--- config.mk ---
export PLATFORM = sky130hd
export DESIGN_NAME = ps2_rx_flat
export DESIGN_NICKNAME = d
export VERILOG_FILES = /design/src/rtl/ps2_pkg.sv /design/src/rtl/ps2_rx_if.sv /design/src/rtl/ps2_clk_filter.sv /design/src/rtl/ps2_rx.sv /design/src/flat_wrapper.sv
export SDC_FILE = /design/constraint.sdc
export NUM_CORES = 1
export LEC_CHECK = 0
export BUFFER_PORTS_ARGS = -buffer_cell sky130_fd_sc_hd__buf_2
export CAP_MARGIN = 0
export CORE_MARGIN = 4
export CORE_UTILIZATION = 64
export CTS_CLUSTER_SIZE = 20
export DETAILED_ROUTE_END_ITERATION = 7
export GPL_TIMING_DRIVEN = 0
export PLACE_DENSITY = 0.93
export SLEW_MARGIN = 40
export SYNTH_ARGS = -nofsm -noshare
export SYNTH_HDL_FRONTEND = slang
export SYNTH_SLANG_ARGS = --single-unit
--- constraint.sdc ---
create_clock -name clk -period 4.7 [get_ports clk]
set_input_delay 0.235 -clock clk [delete_from_list [all_inputs] [get_ports clk]]
set_output_delay 0.235 -clock clk [all_outputs]
set_load 0.01 [all_outputs]
--- src/rtl/ps2_pkg.sv ---
// Shared constants and state encoding for the PS/2 receiver.
package ps2_pkg;
  localparam int PS2_FRAME_BITS         = 11;
  localparam int PS2_DEF_FILTER_LEN     = 8;
  localparam int PS2_DEF_TIMEOUT_CYCLES = 100000;

  typedef enum logic [1:0] {
    IDLE  = 2'd0,
    RX    = 2'd1,
    CHECK = 2'd2
  } ps2_state_e;
endpackage

--- src/rtl/ps2_rx_if.sv ---
// Pin and result bundle of the PS/2 receiver; state is exported for observation.
interface ps2_rx_if;
  import ps2_pkg::*;

  logic       rx_en;
  logic       ps2d;
  logic       ps2c;
  logic [7:0] dout;
  // rx_done_tick is a one-cycle valid strobe with no ready: dout carries the
  // byte in that cycle and the consumer must take it then; there is no backpressure.
  logic       rx_done_tick;
  logic       frame_err;
  ps2_state_e state;

  modport master (output rx_en, ps2d, ps2c,
                  input  dout, rx_done_tick, frame_err, state);
  modport slave  (input  rx_en, ps2d, ps2c,
                  output dout, rx_done_tick, frame_err, state);
endinterface

--- src/rtl/ps2_clk_filter.sv ---
// Synchronises ps2c/ps2d and debounces ps2c into a filtered level plus a falling-edge tick.
module ps2_clk_filter #(
  parameter int FILTER_LEN = 8
) (
  input  logic clk,
  input  logic reset,
  input  logic ps2c,
  input  logic ps2d,
  output logic ps2d_s,
  output logic fall_tick
);
  logic [1:0]            c_sync_q, c_sync_d;
  logic [1:0]            d_sync_q, d_sync_d;
  logic [FILTER_LEN-1:0] filt_q, filt_d;
  logic                  level_q, level_d;

  always_comb begin
    c_sync_d = {c_sync_q[0], ps2c};
    d_sync_d = {d_sync_q[0], ps2d};
    filt_d   = {filt_q[FILTER_LEN-2:0], c_sync_q[1]};
    level_d  = level_q;
    // Level only moves on a unanimous window; mixed windows hold it.
    if (filt_q == '1)      level_d = 1'b1;
    else if (filt_q == '0) level_d = 1'b0;
  end

  always_ff @(posedge clk) begin
    if (!reset) begin
      c_sync_q <= 2'b11;
      d_sync_q <= 2'b11;
      filt_q   <= '1;
      level_q  <= 1'b1;
    end else begin
      c_sync_q <= c_sync_d;
      d_sync_q <= d_sync_d;
      filt_q   <= filt_d;
      level_q  <= level_d;
    end
  end

  assign ps2d_s    = d_sync_q[1];
  assign fall_tick = level_q & (filt_q == '0);
endmodule

--- src/rtl/ps2_rx.sv ---
// PS/2 device-to-host frame receiver: start, 8 data LSB-first, odd parity, stop.
// Define PS2_PARITY_CHECK_EN to reject frames with bad odd parity.
module ps2_rx
  import ps2_pkg::*;
#(
  parameter int FILTER_LEN     = PS2_DEF_FILTER_LEN,
  parameter int TIMEOUT_CYCLES = PS2_DEF_TIMEOUT_CYCLES
) (
  input  logic     clk,
  input  logic     reset,
  ps2_rx_if.slave  bus
);
  localparam int TW = (TIMEOUT_CYCLES > 1) ? $clog2(TIMEOUT_CYCLES) : 1;
  localparam logic [TW-1:0] TMO_LAST = TW'(TIMEOUT_CYCLES - 1);

  logic ps2d_s;
  logic fall_tick;

  ps2_clk_filter #(.FILTER_LEN(FILTER_LEN)) u_filt (
    .clk       (clk),
    .reset     (reset),
    .ps2c      (bus.ps2c),
    .ps2d      (bus.ps2d),
    .ps2d_s    (ps2d_s),
    .fall_tick (fall_tick)
  );

  ps2_state_e                state_q, state_d;
  logic [PS2_FRAME_BITS-1:0] b_q, b_d;
  logic [3:0]                cnt_q, cnt_d;
  logic [TW-1:0]             tmo_q, tmo_d;
  logic [7:0]                dout_q, dout_d;
  logic                      frame_ok;
  logic                      done;
  logic                      err;

  always_comb begin
    state_d = state_q;
    b_d     = b_q;
    cnt_d   = cnt_q;
    tmo_d   = tmo_q;
    dout_d  = dout_q;
    done    = 1'b0;
    err     = 1'b0;
`ifdef PS2_PARITY_CHECK_EN
    frame_ok = b_q[PS2_FRAME_BITS-1] & ~b_q[0] & (^b_q[9:1]);
`else
    frame_ok = b_q[PS2_FRAME_BITS-1] & ~b_q[0];
`endif
    unique case (state_q)
      IDLE: begin
        tmo_d = '0;
        // A high data line at a falling edge is a spurious edge, not a frame.
        if (fall_tick && bus.rx_en && !ps2d_s) begin
          b_d     = {ps2d_s, b_q[PS2_FRAME_BITS-1:1]};
          cnt_d   = 4'd9;
          state_d = RX;
        end
      end
      RX: begin
        if (fall_tick) begin
          b_d   = {ps2d_s, b_q[PS2_FRAME_BITS-1:1]};
          tmo_d = '0;
          if (cnt_q == 4'd0) state_d = CHECK;
          else               cnt_d   = cnt_q - 4'd1;
        end else if (tmo_q == TMO_LAST) begin
          err     = 1'b1;
          tmo_d   = '0;
          state_d = IDLE;
        end else if (tmo_q != '1) begin
          tmo_d = tmo_q + 1'b1;
        end
      end
      CHECK: begin
        state_d = IDLE;
        if (frame_ok) begin
          done   = 1'b1;
          dout_d = b_q[8:1];
        end else begin
          err = 1'b1;
        end
      end
      default: state_d = IDLE;
    endcase
  end

  always_ff @(posedge clk) begin
    if (!reset) begin
      state_q <= IDLE;
      b_q     <= '0;
      cnt_q   <= '0;
      tmo_q   <= '0;
      dout_q  <= '0;
    end else begin
      state_q <= state_d;
      b_q     <= b_d;
      cnt_q   <= cnt_d;
      tmo_q   <= tmo_d;
      dout_q  <= dout_d;
    end
  end

  // Bypass so the byte is already on dout during its done tick.
  assign bus.dout         = done ? b_q[8:1] : dout_q;
  assign bus.rx_done_tick = done;
  assign bus.frame_err    = err;
  assign bus.state        = state_q;
endmodule

--- src/flat_wrapper.sv ---
// flat-port wrapper written by rule: the top's interface ports become plain ports
module ps2_rx_flat import ps2_pkg::*;
#(
  parameter int FILTER_LEN     = PS2_DEF_FILTER_LEN,
  parameter int TIMEOUT_CYCLES = PS2_DEF_TIMEOUT_CYCLES
)
  (clk, reset, bus_rx_en, bus_ps2d, bus_ps2c, bus_dout, bus_rx_done_tick, bus_frame_err, bus_state);
  ps2_rx_if bus_i ();
  input  logic clk;
  input  logic reset;
  input wire logic [$bits(bus_i.rx_en)-1:0] bus_rx_en;
  input wire logic [$bits(bus_i.ps2d)-1:0] bus_ps2d;
  input wire logic [$bits(bus_i.ps2c)-1:0] bus_ps2c;
  output wire logic [$bits(bus_i.dout)-1:0] bus_dout;
  output wire logic [$bits(bus_i.rx_done_tick)-1:0] bus_rx_done_tick;
  output wire logic [$bits(bus_i.frame_err)-1:0] bus_frame_err;
  output wire logic [$bits(bus_i.state)-1:0] bus_state;
  assign bus_i.rx_en = bus_rx_en;
  assign bus_i.ps2d = bus_ps2d;
  assign bus_i.ps2c = bus_ps2c;
  assign bus_dout = bus_i.dout;
  assign bus_rx_done_tick = bus_i.rx_done_tick;
  assign bus_frame_err = bus_i.frame_err;
  assign bus_state = bus_i.state;
  ps2_rx #(.FILTER_LEN(FILTER_LEN), .TIMEOUT_CYCLES(TIMEOUT_CYCLES)) u_core (.clk(clk), .reset(reset), .bus(bus_i));
endmodule
Yosys cells after proc, flatten, opt, wreduce, memory -nomap -nowiden:

Index checks and enable logic that the tools add are counted.
W data, S select, Z words.

* add/sub/neg operators: 2
* equality and inequality tests: 11
* muxes and demuxes: 23
* bitwise operators: 4
* reductions and logical operators: 13

Operator list (number)
* $mux W17: 3
* $pmux W17 S2: 1
* $mux W11: 2
* $pmux W11 S2: 1
* $add A17 B1 Y17 const B: 1
* $eq A17 B17 Y1 const B: 1
* $ne A17 B17 Y1 const B: 1
* $mux W4: 3
* $eq A8 B8 Y1 const B: 1
* $logic_not A8 Y1: 1
* $mux W2: 4
* $mux W8: 1
* $pmux W4 S2: 1
* $reduce_and A3 Y1: 2
* $mux W1: 5
* $logic_not A4 Y1: 1
* $ne A2 B1 Y1 const B: 2
* $ne A4 B1 Y1 const B: 1
* $pmux W2 S2: 1
* $reduce_and A2 Y1: 2
* $reduce_and A4 Y1: 1
* $sub A4 B1 Y4 const B: 1
* $ne A3 B1 Y1 const B: 1
* $ne A3 B3 Y1 const B: 1
* 11 further kinds: 14

* bits in registers: 55
* input bits: 5
* output and inout bits: 12
* logic and storage cells: 62

Depth between registers and ports, before layout:

* depth in word-level cells: 6
* gate-level depth with buffers: 10
* gate-level depth less buffers: 9

Cells and area by module:

From an unflattened synthesis, not the netlist that was laid out.

* cells, all modules: 292
* area, all modules: 2514.9 um^2

Modules (own cells, without submodules)
* ps2_rx: instances 1, cells each 258, area each 2104.5 um^2, sequential area each 840.8 um^2
* ps2_clk_filter: instances 1, cells each 34, area each 410.4 um^2, sequential area each 260.2 um^2

Least setup slack after synthesis:

Ideal clock, no wire load.

* kind: register to register
* start point: reg u_core.tmo_q[0]
* end point: reg u_core.tmo_q[11]
* setup time: 70 ps
* arrival: 2099 ps
* data required time: 4630 ps
* setup slack: 2531 ps
* cell stages (with the launch flop): 11
* buffers on the path: 1
* period minus slack after synthesis: 2169 ps
* cells stage by stage: dfxtp_1 > ha_1 > nand4_1 > nor2_1 > and3_1 > ha_1 > clkbuf_1 > nor3_2 > nand3_1 > or3_1 > a21boi_1

* word-level cells in the longest chain between the ends: 5
* elaborated cells on any way between the ends: 9
* those cells by class: 1 x add/sub; 3 x eq/ne; 4 x mux; 1 x reduce/logical

RTL lines
* start, declared: RTL line ps2_rx.sv:31 `logic [TW-1:0] tmo_q, tmo_d;`
* start signal, assigned: RTL line ps2_rx.sv:98 `tmo_q <= tmo_d;`
* $add A17 B1 Y17: RTL line ps2_rx.sv:71 `tmo_d = tmo_q + 1'b1;`
* $mux W17: RTL line ps2_rx.sv:70 `end else if (tmo_q != '1) begin`
* $mux W17: RTL line ps2_rx.sv:66 `end else if (tmo_q == TMO_LAST) begin`
* $mux W17: RTL line ps2_rx.sv:61 `if (fall_tick) begin`
* $pmux W17 S2: RTL line ps2_rx.sv:50 `unique case (state_q)`

Parallel ways exist; a longest one is shown, timed or not. The select of a mux whose other input is x is not followed.
A chain may end at the register's enable or synchronous reset.

Final worst setup path:

* start point: reg u_core.tmo_q[5]
* end point: reg u_core.tmo_q[7]

The elaborated chain is that of the path after synthesis.

==> key figures <==
Timing
  • Max Slew Vio Count: 0
  • Worst Clk Skew: 14.1 ps
  • Min Tclk post-route: 2810 ps
  • Final setup TNS: 0 ps
  • Achievable frequency: 356 MHz
  • Relative slew slack: 60.0%
  • RSZ-0062 raised after global routing: false
  • Slew @ Worst Pin: 597 ps
  • Setup violations, final: 0
  • Final period utilization: 59.8%
  • Final Hold Viols: 0

Place
  • Post-DP HPWL: 4080 um
  • Placer Congestion: 0.894
  • Input/output buffers: 16

Finish
  • Area Overhead vs Synth: 8.95%
  • Ratio of cells with drive above 1 in the final layout: 13.5%
  • Final net count: 338
  • Antenna cell count: 0
  • Final Util: 72.8%
  • Number of fillers in the final layout: 293
  • Register area: 1100 sq um
  • Area of the multi-input gates: 1490 sq um

Synth
  • Post-synthesis xor/xnor area fraction: 0%
  • Avg Inst Size Synth: 8.95 sq um
  • Simple-Gate Fraction of Synth Area: 33.0%
  • Post-Synth Adder-Cell Area: 3.23%
  • Post-Syn Area: 2710 sq um
  • Synth Area in Compound Gates: 14.8%
  • Synth Warn #: 0
  • Synth Flop Type: dfxtp_1
  • Sequential share of the synthesized area: 40.6%
  • Mux contribution to synthesized area: 4.06%
  • Synthesized flop and latch total: 55
  • Net count after synthesis: 315
  • Post-synth EDFFs: 0
  • Main combinational cell family by area after synthesis: simple AND/OR/NAND/NOR gates
  • Yosys cell types: 61
  • Cells after Synth: 303
  • Async SR Flop Fraction: 0%

Clock tree
  • Clk_lat worst skew: 320 ps
  • Clock slew at reported path FFs: 100 ps
  • CTS tree: built
  • Htree depth: 2
  • CTS Buf Count: 5
  • Postcts setup bufs: 0
  • Worst-case clock buffer depth: 2
  • CTS resizes: 0
  • CTS root buf: clkbuf_8
  • Clock Sink Count: 55
  • # hold bufs at CTS: 0

Power
  • Worst vdd ir: 0.227 mV
  • Total power: 772 uW
  • Pleak: 1.20 nW
  • PD cells: 261 nW/um^2

Floorplanning
  • I/O Pins: 17
  • Core region area: 4060 sq um
  • Die area: 5340 sq um
  • Row count: 23
  • Die Wd: 73.1 um
  • Initial Utilization: 66.9%
  • Die H: 73.1 um

GRT
  • Vias in the first global route: 2166
  • Largest net degree at the start of global routing: 19
  • First-pass GRT wire length: 9830 um
  • Remaining global-route overflow: 0
  • GRT Util Overall: 23.2%
  • Initial antenna violation count: 0

Worst hold path
  • Hold Path Depth: 2
  • Hold Path Class: input pin to flip-flop

Status
  • Status: finished, final reports clean

Route
  • DRC: 0
  • Routed vias: 2349
  • DRT Pass-1 Iters: 5
  • Vias per cell: 6.23
  • Drt initial violations: 163
  • Post-route ant nets: 0
  • WL/cell: 15.7 um
  • Routed WL: 5930 um

Worst setup path
  • CP max FO: 8
  • Critical path class: flip-flop to flip-flop
  • WP data required: 4920 ps
  • Arrival time at the worst endpoint: 3030 ps
  • Critical Path End Type: flip-flop
  • Critical path launch point type: flip-flop
  • Worst R2R Path Depth: 9

Run
  • Max cap viols: 0
-- cells in the final DEF (no fill, tap or decap), drive strengths merged, types with 8 or more instances in the layout --
cell and n:
buf 21, inv 12, dfxtp 55, clkbuf 14
and2 11, nor2b 13, nor3 9, nor2 13
o21ai 19, nand2b 13, nand3 14, a21boi 8
mux2i 11, nand2 36
-- layout make-up --
type | count | share of cell area (%)
buffer | 13 | 2.58
inverter | 11 | 1.40
timing repair buffer | 16 | 2.71
multi-input combinational | 224 | 50.6
clock buffer | 6 | 2.79
sequential | 55 | 37.3
tap | 50 | 2.12
clock inverter | 2 | 0.593
-- flip-flops by register name, summed over array words and instances (netlist names) --
register	cells
u_core.u_filt.d_sync_q	2
u_core.bus.state	2
u_core.u_filt.level_q	1
u_core.u_filt.filt_q	8
u_core.dout_q	8
u_core.tmo_q	17
u_core.b_q	11
u_core.u_filt.c_sync_q	2
u_core.cnt_q	4
-- synthesized netlist by cell type (4+ instances only) --
library cell | number | area share [%]
dfxtp_1 | 55 | 41
nand2_1 | 36 | 5.0
nand2b_1 | 13 | 3.0
nand3_1 | 13 | 2.4
nor2b_1 | 13 | 3.0
nor2_1 | 12 | 1.7
o21ai_0 | 12 | 2.2
and2_1 | 11 | 2.5
mux2i_1 | 11 | 4.1
inv_1 | 9 | 1.2
clkbuf_1 | 8 | 1.1
a21boi_1 | 7 | 1.9
ha_1 | 7 | 3.2
nand4_1 | 7 | 1.6
o21ai_1 | 7 | 1.3
a21oi_1 | 6 | 1.1
nor3_1 | 6 | 1.1
or3_1 | 6 | 1.4
a31oi_1 | 4 | 0.92
-- per-stage QoR --
step,hold slack (ps),worst slack (ps),cells,instance area (sq um)
2_1_floorplan,336,2530,303,2710
3_3_place_gp,390,2070,369,2860
3_5_place_dp,396,2020,369,2860
4_1_cts,91.6,1990,377,2960
5_1_grt,95.9,1800,377,2960
6_report,93.6,1890,377,2960
-- report_power, final --
| part | switching, mW | internal (mW) | total [mW] |
|---|---|---|---|
| registers | 0.00128 | 0.468 | 0.469 |
| clock network | 0.163 | 0.124 | 0.287 |
| logic | 0.00959 | 0.00639 | 0.0160 |
| total | 0.174 | 0.598 | 0.772 |
-- worst max-delay path, cell delays in order, from the launching register on --
cell and delay, ps:
dfxtp_1 470, nand3_1 180, nor3_1 470, and3_1 230
ha_1 130, clkbuf_1 330, inv_1 240, nor3_2 360
nor2_1 80, o2111a_1 230
-- cell families (layout without fill, tap and decap cells) --
kind of cell    count (synthesis)  count (layout)
compound gates                 59              59
fa+ha+maj                       7               7
buf+inv                        24              48
flops                          55              55
mux                            11              11
simple gates                  147             147
-- final timing paths --
check | slack (ps) | from | to
worst max-delay path | 1890 | u_core.tmo_q[5] | u_core.tmo_q[7]
worst min-delay path | 90 | bus_ps2d | u_core.u_filt.d_sync_q[0]
worst max register to register | 1890 | u_core.tmo_q[5] | u_core.tmo_q[7]
worst min register to register | 420 | u_core.u_filt.d_sync_q[0] | u_core.u_filt.d_sync_q[1]
-- per-layer routing --
layer  global-route usage (%)  up-vias  share of wire, %
li1                         -     1133                 -
met1                     29.3     1114                44
met2                     37.9       92                48
met3                     5.23       10               6.7
met4                     9.43        0               1.4
met5                        0        -                 0
Note: power is estimated with default switching activity, not from simulation.
